--- config.mk ---
export PLATFORM = sky130hd
export DESIGN_NAME = sync_timing_decoder_flat
export DESIGN_NICKNAME = d
export VERILOG_FILES = /design/src/rtl/sync_timing_decoder_if.sv /design/src/rtl/sync_timing_decoder.sv /design/src/flat_wrapper.sv
export SDC_FILE = /design/constraint.sdc
export NUM_CORES = 1
export LEC_CHECK = 0
export CORE_ASPECT_RATIO = 1.2
export CORE_MARGIN = 10
export CORE_UTILIZATION = 45
export CTS_BUF_LIST = sky130_fd_sc_hd__clkbuf_8
export CTS_CLUSTER_DIAMETER = 120
export DETAILED_ROUTE_END_ITERATION = 10
export PLACE_DENSITY = 0.8
export RECOVER_POWER = 100
export SLEW_MARGIN = 20
export SYNTH_ARGS = -nofsm -noshare
export SYNTH_HDL_FRONTEND = slang
export SYNTH_SLANG_ARGS = --single-unit
export TNS_END_PERCENT = 100
--- constraint.sdc ---
create_clock -name clock -period 7.8 [get_ports clock]
set_input_delay 2.34 -clock clock [delete_from_list [all_inputs] [get_ports clock]]
set_output_delay 2.34 -clock clock [all_outputs]
set_load 0.01 [all_outputs]
--- src/rtl/sync_timing_decoder_if.sv ---
// Sync and recovered-timing bundle between a video timing source and sync_timing_decoder.
// The source side uses modport master; the decoder side uses modport slave.
interface sync_timing_decoder_if #(
  parameter int resolution = 10
);
  logic                  hsync;
  logic                  vsync;
  logic [resolution-1:0] HBackPorch;
  logic [resolution-1:0] VBackPorch;
  logic [resolution-1:0] HActive;
  logic [resolution-1:0] VActive;
  logic [resolution-1:0] xposition;
  logic [resolution-1:0] yposition;
  logic                  active;
  logic                  locked;
  logic [resolution-1:0] LinePeriod;
  logic [resolution-1:0] FramePeriod;
  logic                  SyncError;

  modport master (
    output hsync, vsync, HBackPorch, VBackPorch, HActive, VActive,
    input  xposition, yposition, active, locked, LinePeriod, FramePeriod, SyncError
  );

  modport slave (
    input  hsync, vsync, HBackPorch, VBackPorch, HActive, VActive,
    output xposition, yposition, active, locked, LinePeriod, FramePeriod, SyncError
  );
endinterface

--- src/rtl/sync_timing_decoder.sv ---
// Measures line/frame periods from active-low hsync/vsync, locks onto stable timing and
// regenerates pixel position and active video. Define SYNC_DECODER_TIMEOUT_EN to drop lock on counter saturation.
module sync_timing_decoder #(
  parameter int resolution = 10
) (
  input logic                  clock,
  input logic                  reset,
  sync_timing_decoder_if.slave bus
);
  typedef enum logic [1:0] {SEARCH, MEASURE, VERIFY, LOCKED} state_t;

  localparam logic [resolution-1:0] CntMax = '1;
  localparam logic [resolution-1:0] CntOne = {{(resolution-1){1'b0}}, 1'b1};

  logic                  hs_q, hs_qq, vs_q, vs_qq;
  logic                  hs_rise, vs_rise, zero_evt;
  logic [resolution-1:0] hcount_q, hcount_d;
  logic [resolution-1:0] vcount_q, vcount_d;
  logic                  vs_pend_q, vs_pend_d;
  logic [resolution-1:0] line_period_q, line_period_d;
  logic [resolution-1:0] frame_period_q, frame_period_d;
  logic [resolution-1:0] ref_line_q, ref_line_d;
  logic [resolution-1:0] ref_frame_q, ref_frame_d;
  logic                  ref_line_valid_q, ref_line_valid_d;
  logic                  sync_error_q, sync_error_d;
  state_t                state_q, state_d;
  logic [resolution-1:0] line_meas, frame_meas;
  logic                  line_bad, frame_bad, timeout, mismatch;
  logic [resolution-1:0] xpos, ypos;

  assign hs_rise    = hs_q & ~hs_qq;
  assign vs_rise    = vs_q & ~vs_qq;
  assign zero_evt   = hs_rise & vs_pend_q;
  assign line_meas  = hcount_q + CntOne;
  assign frame_meas = vcount_q + CntOne;

  // A vsync rise only arms vs_pend; the frame restarts on the hsync rise that follows it.
  always_comb begin
    hcount_d       = hcount_q;
    vcount_d       = vcount_q;
    vs_pend_d      = vs_pend_q;
    line_period_d  = line_period_q;
    frame_period_d = frame_period_q;
    if (hs_rise) begin
      hcount_d      = '0;
      line_period_d = line_meas;
    end else if (hcount_q != CntMax) begin
      hcount_d = line_meas;
    end
    if (zero_evt) begin
      vcount_d       = '0;
      frame_period_d = frame_meas;
    end else if (hs_rise && (vcount_q != CntMax)) begin
      vcount_d = frame_meas;
    end
    if (vs_rise) begin
      vs_pend_d = 1'b1;
    end else if (zero_evt) begin
      vs_pend_d = 1'b0;
    end
  end

`ifdef SYNC_DECODER_TIMEOUT_EN
  assign timeout = (hcount_q == CntMax) || (vcount_q == CntMax);
`else
  assign timeout = 1'b0;
`endif

  assign line_bad  = hs_rise && (line_meas != ref_line_q);
  assign frame_bad = zero_evt && (frame_meas != ref_frame_q);
  assign mismatch  = line_bad || frame_bad || timeout;

  always_comb begin
    state_d          = state_q;
    ref_line_d       = ref_line_q;
    ref_frame_d      = ref_frame_q;
    ref_line_valid_d = ref_line_valid_q;
    sync_error_d     = 1'b0;
    unique case (state_q)
      SEARCH: begin
        if (zero_evt) begin
          state_d          = MEASURE;
          ref_line_valid_d = 1'b0;
        end
      end
      MEASURE: begin
        if (hs_rise && !ref_line_valid_q) begin
          ref_line_d       = line_meas;
          ref_line_valid_d = 1'b1;
        end
        if (zero_evt) begin
          ref_frame_d = frame_meas;
          state_d     = VERIFY;
        end
      end
      VERIFY: begin
        if (mismatch) begin
          state_d = SEARCH;
        end else if (zero_evt) begin
          state_d = LOCKED;
        end
      end
      LOCKED: begin
        if (mismatch) begin
          state_d      = SEARCH;
          sync_error_d = 1'b1;
        end
      end
      default: state_d = SEARCH;
    endcase
  end

  always_ff @(posedge clock) begin
    if (reset) begin
      hs_q             <= 1'b1;
      hs_qq            <= 1'b1;
      vs_q             <= 1'b1;
      vs_qq            <= 1'b1;
      hcount_q         <= '0;
      vcount_q         <= '0;
      vs_pend_q        <= 1'b0;
      line_period_q    <= '0;
      frame_period_q   <= '0;
      ref_line_q       <= '0;
      ref_frame_q      <= '0;
      ref_line_valid_q <= 1'b0;
      sync_error_q     <= 1'b0;
      state_q          <= SEARCH;
    end else begin
      hs_q             <= bus.hsync;
      hs_qq            <= hs_q;
      vs_q             <= bus.vsync;
      vs_qq            <= vs_q;
      hcount_q         <= hcount_d;
      vcount_q         <= vcount_d;
      vs_pend_q        <= vs_pend_d;
      line_period_q    <= line_period_d;
      frame_period_q   <= frame_period_d;
      ref_line_q       <= ref_line_d;
      ref_frame_q      <= ref_frame_d;
      ref_line_valid_q <= ref_line_valid_d;
      sync_error_q     <= sync_error_d;
      state_q          <= state_d;
    end
  end

  // Positions wrap to huge values inside the porches, which keeps active low there.
  assign xpos            = hcount_q - bus.HBackPorch;
  assign ypos            = vcount_q - bus.VBackPorch;
  assign bus.xposition   = xpos;
  assign bus.yposition   = ypos;
  assign bus.locked      = (state_q == LOCKED);
  assign bus.active      = (state_q == LOCKED) && (xpos < bus.HActive) && (ypos < bus.VActive);
  assign bus.LinePeriod  = line_period_q;
  assign bus.FramePeriod = frame_period_q;
  assign bus.SyncError   = sync_error_q;
endmodule
--- src/flat_wrapper.sv ---
// flat-port wrapper written by rule: the top's interface ports become plain ports
module sync_timing_decoder_flat 
#(
  parameter int resolution = 10
)
  (clock, reset, bus_hsync, bus_vsync, bus_HBackPorch, bus_VBackPorch, bus_HActive, bus_VActive, bus_xposition, bus_yposition, bus_active, bus_locked, bus_LinePeriod, bus_FramePeriod, bus_SyncError);
  sync_timing_decoder_if #(.resolution(resolution)) bus_i ();
  input logic clock;
  input logic reset;
  input wire logic [$bits(bus_i.hsync)-1:0] bus_hsync;
  input wire logic [$bits(bus_i.vsync)-1:0] bus_vsync;
  input wire logic [$bits(bus_i.HBackPorch)-1:0] bus_HBackPorch;
  input wire logic [$bits(bus_i.VBackPorch)-1:0] bus_VBackPorch;
  input wire logic [$bits(bus_i.HActive)-1:0] bus_HActive;
  input wire logic [$bits(bus_i.VActive)-1:0] bus_VActive;
  output wire logic [$bits(bus_i.xposition)-1:0] bus_xposition;
  output wire logic [$bits(bus_i.yposition)-1:0] bus_yposition;
  output wire logic [$bits(bus_i.active)-1:0] bus_active;
  output wire logic [$bits(bus_i.locked)-1:0] bus_locked;
  output wire logic [$bits(bus_i.LinePeriod)-1:0] bus_LinePeriod;
  output wire logic [$bits(bus_i.FramePeriod)-1:0] bus_FramePeriod;
  output wire logic [$bits(bus_i.SyncError)-1:0] bus_SyncError;
  assign bus_i.hsync = bus_hsync;
  assign bus_i.vsync = bus_vsync;
  assign bus_i.HBackPorch = bus_HBackPorch;
  assign bus_i.VBackPorch = bus_VBackPorch;
  assign bus_i.HActive = bus_HActive;
  assign bus_i.VActive = bus_VActive;
  assign bus_xposition = bus_i.xposition;
  assign bus_yposition = bus_i.yposition;
  assign bus_active = bus_i.active;
  assign bus_locked = bus_i.locked;
  assign bus_LinePeriod = bus_i.LinePeriod;
  assign bus_FramePeriod = bus_i.FramePeriod;
  assign bus_SyncError = bus_i.SyncError;
  sync_timing_decoder #(.resolution(resolution)) u_core (.clock(clock), .reset(reset), .bus(bus_i));
endmodule
==> flow_metrics.tcl <==
set metrics [dict create \
    status "finished, violations left" \
    violations "max-capacitance violations, max-slew violations" \
    combPwrFrac 0.189 \
    power.switching_mw 0.217 \
    ir_drop_v 0.0000780 \
    p_sw_frac 0.269 \
    yosys_warnings 0 \
    seq_area_frac_synth 0.311 \
    die_w_um 111 \
    clkPwrFrac 0.360 \
    required_ns 5.46 \
    htree_levels 3 \
    nFillCells 822 \
    coreArea_um2 9610 \
    die_h_um 129 \
    p_leak_nw 2.35 \
    post_drt_wl_per_cell_um 14.4 \
    insertion_delay_ns 0.36 \
    p_int_mw 0.591 \
    firstDrtPassIters 5 \
    crit_path_start_kind "input port" \
    tightest_slew_ns 2.15 \
    synth.distinct_cells 57 \
    port_buffers 86 \
    finalHoldViolCount 0 \
    die_area_um2 14300 \
    whs_path_depth 1 \
    nets 720 \
    dp_hpwl_um 8700 \
    cts_tree "yes" \
    cp-end-kind "output pin" \
    finalCritPeriodShare 0.980 \
    skew_ns 0.00864 \
    start_util 0.463 \
    grt_usage 0.153 \
    synthesis.area_um2 4450 \
    grt_pass1_wl_um 18700 \
    clkTransAtPathRegs_ns 0.08 \
    drv_cap 1 \
    ios 87 \
    cts-buffers-inserted 9 \
    avgViaCountPerCell 5.22 \
    postSynthAreaPerCell_um2 8.33 \
    remaining_drc_errors 0 \
    overflow 0 \
    hold_path.class "reg -> reg" \
    crit_arrival_ns 5.30 \
    power_density_nw_per_um2 140 \
    seqPwrFrac 0.451 \
    relSlewSlack -0.431 \
    max_freq_mhz 131 \
    postRouteAntennaNets 0 \
    diodes 0 \
    via_count 3989 \
    maxSlewViolCount 53 \
    yosys_register_bits 69 \
    fin_area_um2 5790 \
    drt_iter0_drc 124 \
    path_class "in -> out" \
    ff2ff_path_depth 7 \
    cts_setup_buffers 0 \
    wl_um 11000 \
    post_dp_cell_area_um2 5540 \
    syn_to_final_growth_pct 30.2 \
    place_congestion 0.853 \
    clk_path_buf_depth 2 \
    num_rows 39 \
    async_flop_share 0 \
    grt_pass1_vias 4116 \
    setup_violations 0 \
    min_period_ns 7.64 \
    final_cell_mix "dfxtp_1, nor2_1, inv_1" \
    synth-edff-count 0 \
    dpl.cell_count 748 \
    grt_antenna_before_repair 0 \
    stdcell_count 764 \
    ys.flop_type "dfxtp_1" \
    crit_fanout 2 \
    grt_max_degree 53 \
    layout-drive-gt1-share 0.122 \
    synthCells 534 \
    root_buffer "clkbuf_8" \
    layout_commonest_cell "dfxtp_1" \
    clock-sinks 69 \
    synth_fp_nets 618 \
]
==> kinds of logic after synthesis <==
family	count (synthesis)	synth area share
AO/OA/AOI/OAI	120	0.185
adder cells (fa/ha/maj)	40	0.116
multiplexers	3	0.00675
flip-flops	69	0.311
AND/OR/NAND/NOR	173	0.199
buffers and inverters	77	0.0793
XOR/XNOR	52	0.104
==> registers in the layout, indices dropped and copies added (netlist names) <==
signal,cells
u_core.vs_qq,1
u_core.vs_q,1
u_core.state_q,2
u_core.ref_frame_q,10
u_core.hs_qq,1
u_core.vs_pend_q,1
u_core.bus.LinePeriod,10
u_core.hs_q,1
u_core.ref_line_q,10
u_core.hcount_q,10
u_core.vcount_q,10
u_core.bus.SyncError,1
u_core.bus.FramePeriod,10
u_core.ref_line_valid_q,1
==> Yosys cell counts (all sizes together), types with 2 or more instances <==
cell | instances | area [um2]
nand4 | 8 | 50.1
o21a | 3 | 22.5
nor2b | 8 | 50.1
xnor2 | 29 | 262
nor4 | 4 | 46.3
dfxtp | 69 | 1380
o211ai | 4 | 30.0
o21bai | 3 | 22.5
a311oi | 2 | 17.5
nand3 | 15 | 75.1
a31oi | 3 | 18.8
clkbuf | 17 | 83.8
or2b | 2 | 16.3
nand2 | 28 | 105
buf | 10 | 81.3
nor2 | 66 | 248
a21boi | 5 | 37.5
fa | 2 | 40.0
or4 | 2 | 15.0
and2b | 2 | 16.3
nor3 | 7 | 45.0
nand2b | 7 | 43.8
o21ai | 20 | 100
xor2 | 23 | 201
and3 | 3 | 18.8
and4 | 4 | 37.5
or2 | 5 | 31.3
inv | 50 | 188
a22oi | 3 | 22.5
a21oi | 30 | 158
ha | 38 | 475
or3 | 3 | 18.8
mux2i | 3 | 30.0
a211oi | 38 | 285
and2 | 6 | 38.8
o311ai | 2 | 17.5
==> worst paths after layout <==
path	slack, ns	to	from
max	0.16	bus_active	bus_VBackPorch[1]
min	0.45	u_core.vs_qq	u_core.vs_q
max reg2reg	5.07	u_core.bus.SyncError	u_core.vcount_q[0]
min reg2reg	0.45	u_core.vs_qq	u_core.vs_q
==> stage by stage <==
step / setup TNS (ns) / power [mW] / hold slack (ns) / util / setup slack [ns]
floorplan: 0 / 0.450 / 0.409 / - / 0.550
global placement: -0.418 / 0.523 / 0.418 / 0.576 / -0.418
detailed placement: -0.554 / 0.528 / 0.439 / 0.576 / -0.554
CTS: 0 / 0.822 / 0.459 / 0.597 / 0.00842
global route: -0.0282 / 0.848 / 0.488 / 0.602 / -0.0282
finish: 0 / 0.808 / 0.450 / 0.602 / 0.159
==> power by group through the flow <==
stage / Sequential (mW) / Clock [mW] / Combinational, mW
6_report: 0.365 / 0.290 / 0.153
5_1_grt: 0.366 / 0.312 / 0.171
4_1_cts: 0.365 / 0.300 / 0.156
3_5_place_dp: 0.373 / 0 / 0.155
3_3_place_gp: 0.372 / 0 / 0.150
2_1_floorplan: 0.371 / 0 / 0.0786
==> critical path: stages <==
cell             delay [ns]
clkdlybuf4s50_1        0.47
inv_1                  0.06
ha_1                   0.28
nor2b_1                0.13
o21ai_1                0.19
a21boi_2               0.09
o21ai_1                0.16
a21oi_1                0.10
and4_1                 0.20
or3_1                  0.43
ha_4                   0.24
a22oi_2                0.12
nand3_1                0.10
a311oi_1               0.22
buf_2                  0.18
==> area by class of cell <==
cell class / count / area [um2] / share of cell area
Inverter: 50 / 188 / 0.0324
Timing Repair Buffer: 118 / 1090 / 0.189
Clock buffer: 9 / 124 / 0.0214
Multi-Input combinational cell: 388 / 2780 / 0.479
Tap cell: 123 / 154 / 0.0266
Clock inverter: 7 / 75.1 / 0.0130
Sequential cell: 69 / 1380 / 0.239
==> layer usage <==
metal,track usage,up-vias,share of wire
li1,-,2058,-
met1,0.148,1840,0.38
met2,0.304,73,0.55
met3,0.0418,18,0.043
met4,0.0521,0,0.018
met5,0,-,0
==> what timing repair did <==
action                                 in CTS  in global routing
endpoints found under the hold margin       0                  0
hold buffers                                0                  0
cloned                                      0                  0
gates resized for setup                    12                 12
setup endpoints to repair                   1                  1
pin swaps                                   1                  9
(Power assumes the default switching activity.)
==> RTL edit, RTL diff (same settings) <==
The option `SYNC_DECODER_TIMEOUT_EN` is turned on by a define.
--- a/src/rtl/sync_timing_decoder.sv
+++ b/src/rtl/sync_timing_decoder.sv
@@ -1,5 +1,7 @@
 // Measures line/frame periods from active-low hsync/vsync, locks onto stable timing and
 // regenerates pixel position and active video. Define SYNC_DECODER_TIMEOUT_EN to drop lock on counter saturation.
+`define SYNC_DECODER_TIMEOUT_EN
+
 module sync_timing_decoder #(
   parameter int resolution = 10
 ) (
Behaviour: no difference found for any inputs over 10 cycles, from zero or initial values and one cycle with reset high; that may be too few to reach the edited logic, so the function may still have changed.
==> RTL edit against the unedited design <==
The flow still finishes with violations (max-capacitance violations, max-slew violations); via count grew 14%; sequential cell count unchanged; core utilization rose by 4.2 points; first-iteration DRC count is 89% higher; count of clock-buffer cells in the layout rose by 2; total power up 3.3%; die area increased by 2.1%; worst setup slack lost 0.12 ns; combinational power grew 31%; area after synthesis increased by 2.5%; critical path depth up 6; wire length grew 24%; design area up 11%; largest cell class unchanged; largest power group unchanged.
==> RTL edit: results (changes against the unedited design) <==
status: "finished with violations"
failed_checks: "max-capacitance violations, max-slew violations"
via_count: 4563  # +14%
grt_usage_pct: 17.5  # +2.2 points
post_cts_resized: 45  # +33
cp.arrival_ns: 5.42  # +0.12 ns
p_int_uw: 600  # +1.6%
grt_max_degree: 44  # -17%
portBuffers: 86  # unchanged
antenna_found_initial: 0  # unchanged
drv_cap: 1  # unchanged
syn-num-nets: 657  # +6.3%
regToRegStartpoint: "u_core.vcount_q[5]$_SDFFE_PP0P_"
synthCells: 573  # +7.3%
p_comb_uw: 201  # +31%
max_stage_delay_ns: 0.59  # +0.12 ns
fillers: 812  # -1.2%
comb_power_share_pct: 24.1  # +5.2 points
muxShareOfSynthArea_pct: 0.439  # -0.24 points
slew_violations: 44  # -17%
clockRootBuffer: "clkbuf_8"
seq_power_share_pct: 44.5  # -0.6 points
synth_compound_area_share_pct: 19.7  # +1.2 points
dr.pass1.iters: 5  # unchanged
rrSetupSlack_ns: 5.25  # +0.18 ns
wire_per_inst_um: 16.2  # +12%
path_delay_family: "buffers and inverters"
leakage_nw: 2.72  # +16%
post_cts_buffers: 24  # +24
hold_slack_ns: 0.440  # -0.00947 ns
rr_worst_depth: 6  # -1
yosysSeqAreaShare_pct: 30.3  # -0.75 points
yosys_warnings: 0  # unchanged
htreeDepth: 3  # unchanged
fin_skew_ns: 0.00782  # -0.000820 ns
grt_first_pass_wirelength_um: 21400  # +15%
synthTopCellsByCount: "dfxtp_1 (69), nor2_1 (64), inv_1 (51), nand2_1 (43), ha_1 (38)"
placed_area_sq_um: 5770  # +4.1%
synth_area_leaders: "dfxtp_1 (30%), ha_1 (10%), nor2_1 (5.3%)"
slew_headroom_pct: -19.0  # +24 points
critPathCapture: "bus_yposition[4]"
synth_xor_area_share_pct: 10.5  # +0.078 points
hold_path.class: "flop to flop"
drt-initial-drc-count: 234  # +89%
finalWorstSetupSlack_ns: 0.0435  # -0.116 ns
grt-ovfl-total: 0  # unchanged
preCtsSetupSlack_ns: -0.983  # -0.429 ns
synthDistinctLibCells: 57  # unchanged
hpwlAfterDp_um: 9530  # +9.5%
vdd_ir_drop_max_mv: 0.0908  # +16%
cp_slowest_cell: "dlygate4sd3_1"
hp-start: "u_core.vs_q$_SDFF_PP1_"
layout.cells.non_filler: 845  # +11%
drive_above_1_share_pct: 21.6  # +9.4 points
setup.worst_path.start: "bus_VBackPorch[0]"
final_nets: 798  # +11%
placed_cells_incl_taps: 800  # +7.0%
place.gp.congestion: 0.895  # +5.0%
synthAdderAreaFrac_pct: 11.3  # -0.28 points
==> RTL edit: changes by cell type in the layout (fill, tap and decap cells not counted), sizes merged, moves of 4 or more <==
cell / unedited run / this run
xor2: 23 / 27
or2: 5 / 9
nand4: 8 / 3
clkdlybuf4s50: 46 / 33
nor3: 7 / 13
dlymetal6s2s: 0 / 6
nand2: 28 / 44
xnor2: 29 / 25
clkbuf: 10 / 15
buf: 32 / 75
o21ai: 20 / 33
nand3: 15 / 19
a211oi: 38 / 28
==> RTL edit: per-layer routing <==
metal	track usage (%)	up-vias	wire [um]
li1	-	2253	-
met1	20.5	2161	5770
met2	30.5	133	6980
met3	3.99	16	717
met4	6.28	0	209
met5	0	-	0
==> RTL edit: layout make-up <==
cell class / count / area (sq um) / area share (%)
clock buffers: 11 / 151 / 2.36
clock inverters: 5 / 26.3 / 0.409
inverters: 51 / 191 / 2.98
multi-input cells: 422 / 3090 / 48.2
flip-flops and latches: 69 / 1380 / 21.5
well taps: 126 / 158 / 2.46
repair buffers: 161 / 1420 / 22.1
